`config.mk`:
```
export PLATFORM = sky130hd
export DESIGN_NAME = mem_sequencer
export DESIGN_NICKNAME = d
export VERILOG_FILES = /design/src/rtl/mem_sequencer.sv
export SDC_FILE = /design/constraint.sdc
export NUM_CORES = 1
export LEC_CHECK = 0
export CAP_MARGIN = 20
export CORE_AREA = 2 2 89 91
export DETAILED_ROUTE_END_ITERATION = 6
export DIE_AREA = 0 0 91 93
export PLACE_DENSITY = 0.76
export RECOVER_POWER = 25
export SLEW_MARGIN = 20
export SYNTH_ARGS = -nofsm -noshare
export SYNTH_HDL_FRONTEND = slang
export SYNTH_SLANG_ARGS = --single-unit
```
`constraint.sdc`:
```
create_clock -name clk -period 3.1 [get_ports clk]
set_input_delay 0.62 -clock clk [delete_from_list [all_inputs] [get_ports clk]]
set_output_delay 0.62 -clock clk [all_outputs]
set_load 0.005 [all_outputs]
```
`src/rtl/mem_sequencer.sv`:
```
// mem_sequencer: multi-cycle access sequencer and two-port arbiter for the
// SAP-2 byte-wide memory (MAR/MDR, return-address slot at FFFE/FFFF).
// Optional feature macro: MEMSEQ_LOADER_EN enables the program-loader write
// port and the round-robin arbiter; when undefined the CPU is always granted
// and ldr_ack is tied low.
module mem_sequencer (
  input  logic        clk,
  input  logic        rst,
  input  logic        cpu_req,
  input  logic [2:0]  cpu_op,
  input  logic [15:0] cpu_addr,
  input  logic [7:0]  cpu_wdata,
  output logic        cpu_ack,
  output logic [15:0] cpu_rdata,
  input  logic        ldr_req,
  input  logic [15:0] ldr_addr,
  input  logic [7:0]  ldr_wdata,
  output logic        ldr_ack,
  input  logic [15:0] mem_out,
  output logic [15:0] bus_out,
  output logic        bus_oe,
  output logic        mar_loadh,
  output logic        mar_loadl,
  output logic        mdr_load,
  output logic        ram_load,
  output logic        ram_enh,
  output logic        ram_enl,
  output logic        call,
  output logic        ret,
  output logic        busy
);

  typedef enum logic [3:0] {
    S_IDLE = 4'd0,
    S_MARA = 4'd1,
    S_RDH  = 4'd2,
    S_MARB = 4'd3,
    S_RDL  = 4'd4,
    S_MDR  = 4'd5,
    S_WR   = 4'd6,
    S_STK  = 4'd7,
    S_DONE = 4'd8
  } state_t;

  localparam logic [2:0] OP_READ_B  = 3'd0;
  localparam logic [2:0] OP_READ_W  = 3'd1;
  localparam logic [2:0] OP_WRITE_B = 3'd2;
  localparam logic [2:0] OP_CALL    = 3'd3;
  localparam logic [2:0] OP_RET     = 3'd4;

  localparam logic PORT_CPU = 1'b0;
  localparam logic PORT_LDR = 1'b1;

  // FSM state and the request latched at grant time
  state_t      state_q, state_d;
  logic [2:0]  op_q, op_d;
  logic [15:0] addr_q, addr_d;
  logic [7:0]  wdata_q, wdata_d;
  logic        port_q, port_d;
  logic        grant_ldr;

  // Registered Moore outputs, computed from the next state
  logic [15:0] bus_out_q, bus_out_d;
  logic        bus_oe_q, bus_oe_d;
  logic        mar_load_q, mar_load_d;
  logic        mdr_load_q, mdr_load_d;
  logic        ram_load_q, ram_load_d;
  logic        ram_enh_q, ram_enh_d;
  logic        ram_enl_q, ram_enl_d;
  logic        call_q, call_d;
  logic        ret_q, ret_d;
  logic        cpu_ack_q, cpu_ack_d;
  logic        ldr_ack_q, ldr_ack_d;
  logic        busy_q, busy_d;

`ifdef MEMSEQ_LOADER_EN
  logic last_grant_q, last_grant_d;

  // Round-robin: a lone requester wins, a tie goes to the port not granted last
  always_comb begin
    grant_ldr = ldr_req && (!cpu_req || (last_grant_q == PORT_CPU));
  end
`else
  // Loader compiled out: its inputs are ignored and the CPU always wins
  assign grant_ldr = 1'b0;
  logic unused_ldr;
  assign unused_ldr = ^{ldr_req, ldr_addr, ldr_wdata, ldr_ack_q};
`endif

  // Next-state logic: grant and latch in IDLE, then walk the op's step sequence
  always_comb begin
    state_d = state_q;
    op_d    = op_q;
    addr_d  = addr_q;
    wdata_d = wdata_q;
    port_d  = port_q;
`ifdef MEMSEQ_LOADER_EN
    last_grant_d = last_grant_q;
`endif
    unique case (state_q)
      S_IDLE: begin
        if (cpu_req || grant_ldr) begin
`ifdef MEMSEQ_LOADER_EN
          last_grant_d = grant_ldr ? PORT_LDR : PORT_CPU;
          if (grant_ldr) begin
            port_d  = PORT_LDR;
            op_d    = OP_WRITE_B;
            addr_d  = ldr_addr;
            wdata_d = ldr_wdata;
          end else begin
            port_d  = PORT_CPU;
            op_d    = cpu_op;
            addr_d  = cpu_addr;
            wdata_d = cpu_wdata;
          end
`else
          port_d  = PORT_CPU;
          op_d    = cpu_op;
          addr_d  = cpu_addr;
          wdata_d = cpu_wdata;
`endif
          case (op_d)
            OP_READ_B, OP_READ_W, OP_WRITE_B: state_d = S_MARA;
            OP_CALL, OP_RET:                  state_d = S_STK;
            default:                          state_d = S_DONE;
          endcase
        end
      end
      S_MARA: begin
        case (op_q)
          OP_READ_W:  state_d = S_RDH;
          OP_WRITE_B: state_d = S_MDR;
          default:    state_d = S_RDL;
        endcase
      end
      S_RDH:   state_d = S_MARB;
      S_MARB:  state_d = S_RDL;
      S_RDL:   state_d = S_DONE;
      S_MDR:   state_d = S_WR;
      S_WR:    state_d = S_DONE;
      S_STK:   state_d = S_DONE;
      S_DONE:  state_d = S_IDLE;
      default: state_d = S_IDLE;
    endcase
  end

  // Output decode for the state being entered, so every strobe leaves a flop
  always_comb begin
    bus_out_d  = 16'h0000;
    bus_oe_d   = 1'b0;
    mar_load_d = 1'b0;
    mdr_load_d = 1'b0;
    ram_load_d = 1'b0;
    ram_enh_d  = 1'b0;
    ram_enl_d  = 1'b0;
    call_d     = 1'b0;
    ret_d      = 1'b0;
    cpu_ack_d  = 1'b0;
    ldr_ack_d  = 1'b0;
    busy_d     = (state_d != S_IDLE);
    case (state_d)
      S_MARA: begin
        bus_out_d  = addr_d;
        bus_oe_d   = 1'b1;
        mar_load_d = 1'b1;
      end
      S_RDH: ram_enh_d = 1'b1;
      S_MARB: begin
        // low byte of a word lives at addr+1; FFFF wraps to 0000
        bus_out_d  = addr_d + 16'd1;
        bus_oe_d   = 1'b1;
        mar_load_d = 1'b1;
      end
      S_RDL: ram_enl_d = 1'b1;
      S_MDR: begin
        bus_out_d  = {8'h00, wdata_d};
        bus_oe_d   = 1'b1;
        mdr_load_d = 1'b1;
      end
      S_WR: ram_load_d = 1'b1;
      S_STK: begin
        if (op_d == OP_CALL) begin
          bus_out_d = addr_d;
          bus_oe_d  = 1'b1;
          call_d    = 1'b1;
        end else begin
          ret_d = 1'b1;
        end
      end
      S_DONE: begin
        if (port_d == PORT_LDR) ldr_ack_d = 1'b1;
        else                    cpu_ack_d = 1'b1;
      end
      default: ;
    endcase
  end

  // Sequencer FSM: state, latched request and registered outputs
  always_ff @(posedge clk or posedge rst) begin
    if (rst) begin
      state_q    <= S_IDLE;
      op_q       <= 3'd0;
      addr_q     <= 16'h0000;
      wdata_q    <= 8'h00;
      port_q     <= PORT_CPU;
      bus_out_q  <= 16'h0000;
      bus_oe_q   <= 1'b0;
      mar_load_q <= 1'b0;
      mdr_load_q <= 1'b0;
      ram_load_q <= 1'b0;
      ram_enh_q  <= 1'b0;
      ram_enl_q  <= 1'b0;
      call_q     <= 1'b0;
      ret_q      <= 1'b0;
      cpu_ack_q  <= 1'b0;
      ldr_ack_q  <= 1'b0;
      busy_q     <= 1'b0;
`ifdef MEMSEQ_LOADER_EN
      last_grant_q <= PORT_LDR;
`endif
    end else begin
      state_q    <= state_d;
      op_q       <= op_d;
      addr_q     <= addr_d;
      wdata_q    <= wdata_d;
      port_q     <= port_d;
      bus_out_q  <= bus_out_d;
      bus_oe_q   <= bus_oe_d;
      mar_load_q <= mar_load_d;
      mdr_load_q <= mdr_load_d;
      ram_load_q <= ram_load_d;
      ram_enh_q  <= ram_enh_d;
      ram_enl_q  <= ram_enl_d;
      call_q     <= call_d;
      ret_q      <= ret_d;
      cpu_ack_q  <= cpu_ack_d;
      ldr_ack_q  <= ldr_ack_d;
      busy_q     <= busy_d;
`ifdef MEMSEQ_LOADER_EN
      last_grant_q <= last_grant_d;
`endif
    end
  end

  // Read data rides with the CPU ack; MDR contents pass straight through in DONE
  always_comb begin
    cpu_rdata = 16'h0000;
    if (cpu_ack_q) begin
      case (op_q)
        OP_READ_B:         cpu_rdata = {8'h00, mem_out[7:0]};
        OP_READ_W, OP_RET: cpu_rdata = mem_out;
        default:           cpu_rdata = 16'h0000;
      endcase
    end
  end

  assign bus_out   = bus_out_q;
  assign bus_oe    = bus_oe_q;
  assign mar_loadh = mar_load_q;
  assign mar_loadl = mar_load_q;
  assign mdr_load  = mdr_load_q;
  assign ram_load  = ram_load_q;
  assign ram_enh   = ram_enh_q;
  assign ram_enl   = ram_enl_q;
  assign call      = call_q;
  assign ret       = ret_q;
  assign cpu_ack   = cpu_ack_q;
  assign busy      = busy_q;
`ifdef MEMSEQ_LOADER_EN
  assign ldr_ack   = ldr_ack_q;
`else
  assign ldr_ack   = 1'b0;
`endif

endmodule

```
* Word level (Yosys, flattened, before mapping)
Index checks and enable logic that the tools add are counted.
Storage, ports and cells: flip-flop bits (word level) 58, bits of input ports 71, word-level logic and storage cells 78
Operators by class: $add $sub $neg 1, equality and inequality tests 23, mux-type cells 28, reduce and logical (&&, ||, !) cells 10
Operators with widths (count):
- 16-bit 2-to-1 mux | 4
- 16-bit case mux with 4 select lines | 1
- 4-bit by 3-bit equality test with 1-bit output (second input constant) | 8
- 16-bit case mux with 2 select lines | 1
- 4-bit case mux with 6 select lines | 1
- 16-bit by 1-bit adder with 16-bit output (second input constant) | 1
- 4-bit by 2-bit equality test with 1-bit output (second input constant) | 4
- 8-bit 2-to-1 mux | 2
- 1-bit 2-to-1 mux | 13
- 3-bit by 2-bit equality test with 1-bit output (second input constant) | 4
- 3-bit OR reduction | 3
- 4-bit by 1-bit equality test with 1-bit output (second input constant) | 2
- 4-bit case mux with 2 select lines | 1
- 3-bit by 1-bit equality test with 1-bit output (second input constant) | 2
- 3-bit equality test (second input constant) | 2
- 3-bit zero test | 2
- 3-bit 2-to-1 mux | 2
- 3-bit case mux with 2 select lines | 1
- 2-bit OR reduction | 3
- 4-bit equality test (second input constant) | 1
- 4-bit zero test | 1
- 4-bit 2-to-1 mux | 1
- 4-bit nonzero test | 1
- 1-bit case mux with 2 select lines | 1

* Depth between registers and ports, before layout
depth in word-level cells 8, mapped depth 13, mapped depth without buffers 9

* Least setup slack after synthesis
Ideal clock, no wire load.
path kind input -> register, start input port cpu_req, end register bus_out_q[14], in the netlist bus_out[14], setup time 87 ps, arrival time 3320 ps, slack -307 ps, stages on the path 13, buffers on the path 4, path through or4b_1 buf_2 nor2_4 buf_6 buf_6 mux2_2 ha_1 clkbuf_1 and2_1 nand4_1 or4b_2 o21a_1 o211ai_1
On the way: elaborated cells between the ends (all ways) 14, those cells by class 1 x add/sub; 5 x eq/ne; 8 x mux
RTL lines:
- start, declared | line 9 | input logic cpu_req,
- 16-bit 2-to-1 mux | line 102 | if (cpu_req || grant_ldr) begin
- 16-bit 2-to-1 mux | line 100 | unique case (state_q)
- via addr_d[0] | line 57 | logic [15:0] addr_q, addr_d;
- 16-bit by 1-bit adder with 16-bit output | line 170 | bus_out_d = addr_d + 16'd1;
- 16-bit case mux with 4 select lines | line 161 | case (state_d)
- via bus_out_d[14] | line 63 | logic [15:0] bus_out_q, bus_out_d;
- end signal, assigned | line 227 | bus_out_q <= bus_out_d;
- end, declared | line 63
The timed path passes the listed nets, and every way through them passes these cells.

* Worst setup path in the final report
Same ends and word-level chain as after synthesis.

==> run metrics <==
Final GP Congestion=0.877; Num CTS Buffers=9; Internal=about 0.0022 W; Setup-failing EPs final=0; crit path DAT=between 3 and 4 ns; ratio of cells with drive above 1 in the final layout=16.6%; Fin Hold WS=between 0.4 and 0.5 ns; EDFF count, synth=0; non-filler cells, final=between 400 and 500; sequential area share after synthesis=~49%; post-CTS setup buffers=0; filler instances=just under 700; Core ar.=around 7500 um^2; pre-CTS setup slack=-0.172 ns; Area after DPL=4020 um^2; Initial Util=39.1%; first-pass GRT wire length=around 12000 um; Placed Instances=between 400 and 500; Total GRT Usage=between 10% and 20%; post-synthesis register bit count=between 50 and 60; Critical Path End Type=register; Switching Share=~36%; Mapped Cells=between 200 and 300; largest net degree at the start of global routing=35; vias in the first global route=2685; Post-DP HPWL=~5700 um; fin nets=roughly 450; Worst Skew=~0.0049 ns; maxcap violations=0; total congestion overflow=0; Synth Warn #=0; Crit path required time=about 3.4 ns; vias post-DR=approximately 2600; # resized after CTS=0; P per Cell Area=slightly above 800 nW/um^2; Die Y=approximately 93 um; P&R area growth vs syn=42.0%; kind of critical path=input pin to register; Worst Path Max Fanout=4; slew of the pin with the lowest slew margin=1.02 ns; worst skew pair latency=approximately 0.33 ns; Final Hold Fails=0; H-tree depth=3; Syn Area/Cell=around 11 um^2; Rel. slew slack=about a third; Net Switching=roughly 0.0012 W; DRC violations left=0; CTS tree=yes; port bufs=slightly below 90; Design Area, Final=4170 um^2; Clock transition at path regs=approximately 0.07 ns; Final Max Slew Viols=0; syn nets=350; post-DR vias/cell=roughly 5.2; final worst-path cycle share=a little over nine tenths; Combinational Power Share=between 40% and 50%; Max Clock Freq=339 MHz; CTS Buffer Depth=2; outcome=complete, no violations; VDD IR max=between 0.4 and 0.5 mV; P_leak=1.78 nW; clock sinks=just under 60; Startpoint Class=input pin; Post-DRT Antenna Nets=0; Placement Rows=32; initial antenna violation count=0; Hold Path Class=register to register; Synth cell types=53; WL/cell=~16 um; part of the power in registers=between 30% and 40%; Period minus WS final=2.95 ns; Post-synth top flop=dfrtp_1; Detailed Route WL=7680 um; DR pass1 iterations=4; clock group share of total power=between 15 and 20%; Async S/R FF share, synth=100%; worst setup margin=around 0.15 ns; clk root buf=clkbuf_8; Hold Buf Count CTS=0; die area=about 8500 um^2; IO Pins=approximately 120; Die Span X=a little over 90 um; 1st-iter DRT viols=~130; RSZ-0062 raised after global routing=no; Inserted Diodes=0; area of the mapped netlist=roughly 3000 um^2
## cell usage after synthesis, drive strengths merged, types with 4 or more instances
| master | number | area (um^2) |
|---|---|---|
| dfrtp | 58 | 1450 |
| nand2 | 26 | 97.6 |
| and2 | 23 | 144 |
| mux2 | 20 | 225 |
| o21ai | 13 | 65.1 |
| nand3 | 12 | 60.1 |
| nand4 | 11 | 68.8 |
| and3 | 9 | 56.3 |
| inv | 8 | 30.0 |
| mux2i | 8 | 80.1 |
| a22oi | 7 | 52.6 |
| nor2 | 7 | 36.3 |
| buf | 6 | 53.8 |
| clkbuf | 6 | 22.5 |
| xnor2 | 5 | 43.8 |
| a21oi | 4 | 23.8 |
| o211ai | 4 | 30.0 |
## placed cells by master (no fill, tap or decap), types with 5 or more instances in the layout
cell type | synthesis | final
inv_1 | 7 | 7
o21ai_0 | 9 | 9
nor2_1 | 5 | 5
and2_1 | 23 | 23
nand4_1 | 11 | 11
nand2_1 | 26 | 26
a22oi_1 | 7 | 7
dfrtp_1 | 58 | 58
nand3_1 | 12 | 12
xnor2_1 | 5 | 5
clkbuf_8 | 0 | 9
clkdlybuf4s50_1 | 0 | 87
buf_4 | 2 | 15
and3_1 | 9 | 9
mux2_2 | 20 | 19
mux2i_1 | 8 | 8
## cell families (layout without fill, tap and decap cells)
kind of cell,after synthesis,count (layout),share of synthesized area [%]
buf+inv,20,128,3.62
simple gates,114,114,22.3
flops,58,58,49.4
xor+xnor,8,8,2.38
fa+ha+maj,1,1,0.425
compound gates,48,48,11.4
mux,28,28,10.4
other cells,1,1,0.128
## flip-flops by register name, summed over array words and instances (netlist names), 3 cells and up
| register | cells |
|---|---|
| bus_out | 16 |
| op_q | 3 |
| addr_q | 16 |
| state_q | 4 |
| wdata_q | 8 |
## area by class of cell
| class | count | area (um^2) | share of cell area, % |
|---|---|---|---|
| sequential | 58 | 1450 | 34.8 |
| multi-input combinational | 200 | 1400 | 33.5 |
| timing repair buffer | 104 | 998 | 23.9 |
| tap | 102 | 128 | 3.06 |
| clock buffer | 9 | 124 | 2.97 |
| clock inverter | 7 | 46.3 | 1.11 |
| inverter | 8 | 30.0 | 0.719 |
## per-layer routing
metal	GRT usage, %	up-vias	part of all wire, %
li1	-	1207	-
met1	22.3	1230	43
met2	31.4	102	48
met3	5.96	15	7.3
met4	6.19	0	1.6
met5	0	-	0
## final timing paths
path	startpoint	slack [ns]	cells past startpoint	end
max	cpu_req	0.15	10	bus_out[14]
min	port_q	0.49	1	port_q
max reg2reg	state_q[3]	0.40	9	bus_out[14]
min reg2reg	port_q	0.49	1	port_q
max in group asynchronous	rst	0.76	3	addr_q[4]
min in group asynchronous	rst	0.97	2	op_q[1]
## through the flow
stage	setup TNS [ns]	total power (W)	util, %
finish	0	0.00341	55.5
global route	0	0.00364	55.5
CTS	0	0.00343	55.7
detailed placement	-0.203	0.00282	53.4
global placement	-0.182	0.00277	53.4
floorplan	-0.0191	0.00218	-
## power by group through the flow
| stage | Sequential [W] | Combinational (W) | Clock, W |
|---|---|---|---|
| 5_1_grt | 0.00131 | 0.00168 | 0.000646 |
| 6_report | 0.00127 | 0.00154 | 0.000601 |
| 2_1_floorplan | 0.00123 | 0.000946 | 0 |
| 3_5_place_dp | 0.00128 | 0.00154 | 0 |
| 3_3_place_gp | 0.00127 | 0.00150 | 0 |
| 4_1_cts | 0.00127 | 0.00155 | 0.000612 |
## critical path, stage by stage
cell	delay, ns
clkdlybuf4s50_1	0.49
or4b_1	0.52
nor2_4	0.16
mux2_2	0.19
ha_1	0.16
and2_1	0.13
nand4_1	0.13
or4b_4	0.51
o21a_1	0.12
o211ai_1	0.17
No activity file was read; power rests on OpenSTA's default activity.
